**src/rtl/bnn_pkg.sv**
```systemverilog
// Shared types and constants for the BNN image path: buffer geometry, arbiter
// states and the buffer status code that controller_fsm decodes.
package bnn_pkg;

   localparam int IMG_BYTE_SIZE = 113;
   localparam int IMG_ADDR_W    = 7;
   localparam int IMG_DATA_W    = 8;

   typedef enum logic {
      ARB_IDLE  = 1'b0,
      ARB_CLEAR = 1'b1
   } arb_state_t;

   typedef enum logic [1:0] {
      BUF_ST_EMPTY    = 2'd0,
      BUF_ST_PARTIAL  = 2'd1,
      BUF_ST_FULL     = 2'd2,
      BUF_ST_CLEARING = 2'd3
   } buf_status_t;

   // Collapses the arbiter status flags into the single code the controller branches on.
   function automatic buf_status_t buf_status(input logic full, input logic empty);
      if (full)
         return BUF_ST_FULL;
      else if (empty)
         return BUF_ST_EMPTY;
      else
         return BUF_ST_PARTIAL;
   endfunction

endpackage

```
**src/rtl/img_buf_arbiter.sv**
```systemverilog
// Owns the single-port image RAM: appends SPI bytes, serves BNN reads with a
// one-cycle starvation bound, and zeroes the whole buffer on clear.
module img_buf_arbiter
   import bnn_pkg::*;
#(
   parameter int DEPTH  = IMG_BYTE_SIZE,
   parameter int ADDR_W = IMG_ADDR_W,
   parameter int DATA_W = IMG_DATA_W
) (
   input  logic              clk,
   input  logic              rst_n,
   input  logic              wr_req,
   input  logic [DATA_W-1:0] wr_data,
   output logic              wr_ready,
   input  logic              rd_req,
   input  logic [ADDR_W-1:0] rd_addr,
   output logic              rd_grant,
   output logic              rd_valid,
   output logic [DATA_W-1:0] rd_data,
   input  logic              clear,
   output logic              buffer_full,
   output logic              buffer_empty,
   output logic              overflow,
   output logic [ADDR_W-1:0] fill_count,
   output logic              mem_we,
   output logic [ADDR_W-1:0] mem_addr,
   output logic [DATA_W-1:0] mem_wdata,
   input  logic [DATA_W-1:0] mem_rdata
);

   localparam logic [ADDR_W-1:0] DEPTH_A = ADDR_W'(DEPTH);
   localparam logic [ADDR_W-1:0] LAST_A  = ADDR_W'(DEPTH - 1);

   arb_state_t        state_q, state_d;
   logic [ADDR_W-1:0] wr_ptr_q, wr_ptr_d;
   logic [ADDR_W-1:0] fill_q, fill_d;
   logic [ADDR_W-1:0] sweep_cnt_q, sweep_cnt_d;
   logic              ovf_q, ovf_d;
   logic              rd_starve_q, rd_starve_d;
   logic              rd_valid_q;
   logic              rd_oob_q;
   logic              full;

   assign full = (fill_q == DEPTH_A);

   always_comb begin
      state_d     = state_q;
      wr_ptr_d    = wr_ptr_q;
      fill_d      = fill_q;
      sweep_cnt_d = sweep_cnt_q;
      ovf_d       = ovf_q;
      rd_starve_d = 1'b0;
      wr_ready    = 1'b0;
      rd_grant    = 1'b0;
      mem_we      = 1'b0;
      mem_addr    = '0;
      mem_wdata   = '0;

      case (state_q)
         ARB_IDLE: begin
            if (clear) begin
               state_d     = ARB_CLEAR;
               wr_ptr_d    = '0;
               fill_d      = '0;
               sweep_cnt_d = '0;
               ovf_d       = 1'b0;
            end else begin
               wr_ready = !full && !rd_starve_q;
               if (wr_req && wr_ready) begin
                  mem_we      = 1'b1;
                  mem_addr    = wr_ptr_q;
                  mem_wdata   = wr_data;
                  wr_ptr_d    = wr_ptr_q + 1'b1;
                  fill_d      = fill_q + 1'b1;
                  // A read that loses to this write jumps the queue next cycle.
                  rd_starve_d = rd_req;
               end else begin
                  if (wr_req && full)
                     ovf_d = 1'b1;
                  if (rd_req) begin
                     rd_grant = 1'b1;
                     mem_addr = rd_addr;
                  end
               end
            end
         end

         ARB_CLEAR: begin
            mem_we   = 1'b1;
            mem_addr = sweep_cnt_q;
            if (sweep_cnt_q == LAST_A) begin
               state_d     = ARB_IDLE;
               sweep_cnt_d = '0;
            end else begin
               sweep_cnt_d = sweep_cnt_q + 1'b1;
            end
         end

         default: state_d = ARB_IDLE;
      endcase
   end

   always_ff @(posedge clk or negedge rst_n) begin
      if (!rst_n) begin
         state_q     <= ARB_IDLE;
         wr_ptr_q    <= '0;
         fill_q      <= '0;
         sweep_cnt_q <= '0;
         ovf_q       <= 1'b0;
         rd_starve_q <= 1'b0;
         rd_valid_q  <= 1'b0;
         rd_oob_q    <= 1'b0;
      end else begin
         state_q     <= state_d;
         wr_ptr_q    <= wr_ptr_d;
         fill_q      <= fill_d;
         sweep_cnt_q <= sweep_cnt_d;
         ovf_q       <= ovf_d;
         rd_starve_q <= rd_starve_d;
         rd_valid_q  <= rd_grant;
         // Addresses beyond the fill level may hold stale or unswept bytes; mask them.
         if (rd_grant)
            rd_oob_q <= (rd_addr >= fill_q);
      end
   end

   assign rd_valid     = rd_valid_q;
   assign rd_data      = (rd_valid_q && !rd_oob_q) ? mem_rdata : '0;
   assign buffer_full  = full;
   assign buffer_empty = (fill_q == '0) && (state_q == ARB_IDLE);
   assign overflow     = ovf_q;
   assign fill_count   = fill_q;

endmodule
```
**config.mk**
```make
export PLATFORM = sky130hd
export DESIGN_NAME = img_buf_arbiter
export DESIGN_NICKNAME = d
export VERILOG_FILES = /design/src/rtl/bnn_pkg.sv /design/src/rtl/img_buf_arbiter.sv
export SDC_FILE = /design/constraint.sdc
export NUM_CORES = 1
export LEC_CHECK = 0
export ABC_AREA = 1
export CORE_ASPECT_RATIO = 0.5
export CORE_MARGIN = 2
export CORE_UTILIZATION = 42
export CTS_CLUSTER_SIZE = 14
export DETAILED_ROUTE_END_ITERATION = 10
export PLACE_DENSITY = 0.85
export RECOVER_POWER = 50
export SLEW_MARGIN = 20
export SYNTH_ARGS = -nofsm -noshare
export SYNTH_HDL_FRONTEND = slang
export SYNTH_SLANG_ARGS = --single-unit
```
**constraint.sdc**
```tcl
create_clock -name clk -period 1.7 [get_ports clk]
set_input_delay 0.255 -clock clk [delete_from_list [all_inputs] [get_ports clk]]
set_output_delay 0.255 -clock clk [all_outputs]
set_load 0.05 [all_outputs]
```
==> reports/results.txt <==
Yosys reg bits: 26
Final Cell Area: 0.003587 mm^2
FMAX: 458.1 MHz
Placer Congestion: 0.9535
largest area contributor in the netlist: dfrtp_1
net count after synthesis: 332
# diodes: 0
fin cells: 452
top post-synthesis cells by area: dfrtp_1 33%, nand2_1 17%, ha_1 8.2%, inv_1 6.8%, nand3_1 6.8%
Cell Rows: 17
Final setup viols: 37
failing checks: setup timing
Placement Cell Area: 0.003364 mm^2
first-pass iteration count of the detailed router: 7
share of layout cells above drive strength 1: 0.3549
first-pass GRT wire length: 12830 um
Max-Cap Viols: 0
die width: 101.4 um
Num CTS Buffers: 3
Hold Path Class: in -> async
CP Max Fanout: 5
post-route ant nets: 0
Total Neg Setup Slack: -11.02 ns
RSZ-0062 raised after global routing: yes
Syn Inst Count: 291
CTS sink count: 26
most frequent cells in the layout: 80 x nand2_1, 35 x buf_4, 32 x inv_1, 30 x buf_12, 26 x clkdlybuf4s50_1
Initial Utilization: 0.4435
Netlist Area Pre-Place: 0.001991 mm^2
largest net degree at the start of global routing: 27
I/O Buffers: 64
P_leak: 1.616 nW
number of global-route vias before repair: 2513
period utilization: 1.284
clock skew: 0.01431 ns
synth warn: 0
vias: 2710
PwrDens: 387.3 mW/mm^2
die area: 0.005340 mm^2
Cell Count Post-Placement: 440
Period minus WS final: 2.183 ns
CP Launch Type: flip-flop
Root Buffer: clkbuf_8
gr usage total: 0.3173
initial antenna violation count: 0
Worst-Skew Late Latency: 0.30 ns
R2R cell count: 11
CP Class: reg -> out
CTS tree: built
largest family of logic cells by synthesized area: simple AND/OR/NAND/NOR gates
final net count: 428
area grow syn2layout: 80.20%
DRC: 0
Tot Pwr: 1.389 mW
CTS H-tree lvls: 1
mux share of post-synthesis cell area: 0
Synth cell types: 29
Synth top area share: 0.3268
core footprint: 0.004488 mm^2
final WL: 9534 um
Synth Area in Adders: 0.08171
arrival time at the worst endpoint: 1.93 ns
worst slew pin tran: 0.7041 ns
Overflow after GRT: 0
sequential fraction of the synthesis area: 0.3268
Worst-path clk slew: 0.11 ns
outcome: finished with violations
Place WS: -0.1532 ns
Slew Viols, Final: 0
mean number of vias per cell: 5.996
Ports: 65
normalized max-slew margin: 0.5306
CP endpoint kind: output port
fin worst setup slack: -0.4828 ns
final hold violation count: 0
WHS: 0.5301 ns
Synth Area in XOR/XNOR: 0.01760
Layout fillers: 245
dpl hpwl: 5511 um
Synth Area in Compound Gates: 0.07480
starting DRC count in detailed routing: 347
most common cell after layout, fill and taps aside: nand2_1
clk buf depth: 2
Die Y: 52.68 um
Simple-Gate Fraction of Synth Area: 0.3979
Mean Syn Cell Area: 6.841 um^2
routed len/inst: 21.09 um
peak supply drop: 346.3 uV
final design utilization: 0.7993
data required time of the worst path: 1.44 ns
repair_timing:
| item | 4_1_cts | 5_1_grt |
|---|---|---|
| gates resized for setup | 13 | 7 |
| hold buffers | 0 | 0 |
| buffers inserted | 6 | 1 |
| pin swaps | 5 | 3 |
| gates cloned | 0 | 1 |
| setup endpoints to repair | 25 | 42 |
critical path: stages (launching register included):
cell      delay [ns]
dfrtp_2         0.44
ha_4            0.16
nand2_2         0.06
clkinv_2        0.06
nand3_4         0.11
nand3_2         0.19
nand2_1         0.13
nand4_1         0.19
nand2_4         0.12
buf_12          0.14
where the power goes:
group	switching, mW	internal [mW]	total (mW)
combinational	0.118	0.0968	0.215
sequential	0.0000876	0.618	0.618
clock	0.239	0.317	0.556
final cells by class:
cell class	count	area (um^2)	area share
clock buffers	3	41.29	0.01151
clock inverters	1	30.03	0.008371
inverters	41	162.7	0.04534
multi-input cells	216	1403	0.3910
flip-flops and latches	26	658.1	0.1835
well taps	66	82.58	0.02302
repair buffers	99	1210	0.3373
flip-flops by register name (all words and copies together), names as in the netlist:
signal       flops
state_q          1
wr_ptr_q         7
rd_oob_q         1
fill_count       7
rd_valid         1
sweep_cnt_q      7
overflow         1
rd_starve_q      1
kinds of logic (layout without fill, tap and decap cells):
family                     after synthesis  count (layout)
and+or+nand+nor                        172             173
buffers and inverters                   50             144
AOI/OAI and AO/OA                       26              26
DFF                                     26              26
adders and majority gates               13              13
xor gates and xnor gates                 4               4
cells in the mapped netlist:
cell      number
ha_1          13
inv_1         36
nor2_1        27
o22ai_1        3
o21a_1         1
a21oi_1        5
nor3_1         3
nor2_2         1
nand3_4        2
o21ai_2        3
nand2_8        1
nor4_1         1
clkbuf_1       6
nand3_1       27
o21ai_0        8
buf_2          2
nand2_4        1
xnor2_1        1
dfrtp_1       26
nand2_1       90
a31oi_1        1
inv_2          2
clkinv_1       3
nand4_1       13
xor2_1         3
nor3b_1        4
o21ai_1        5
or2_2          2
buf_8          1
worst paths after layout:
path	startpoint	to	slack, ns
worst max register to register	fill_count[0]	wr_ptr_q[1]	-0.25
min in group clk	rd_oob_q	rd_oob_q	0.55
worst max-delay path	fill_count[0]	mem_addr[2]	-0.48
worst min register to register	rd_oob_q	rd_oob_q	0.55
worst min-delay path	rst_n	wr_ptr_q[1]	0.53
max in group asynchronous	rst_n	fill_count[3]	0.68
layer usage:
layer  wire length (um)  part of all wire  GRT usage  vias to the layer above
met2               4490              0.47     0.5442                      228
met3                965              0.10    0.05733                       87
met1               3332              0.35     0.3846                     1264
met5                  0                 0          0                        -
met4                745             0.078     0.1712                        0
li1                   -                 -          -                     1131
Note: power is estimated with default switching activity, not from simulation.
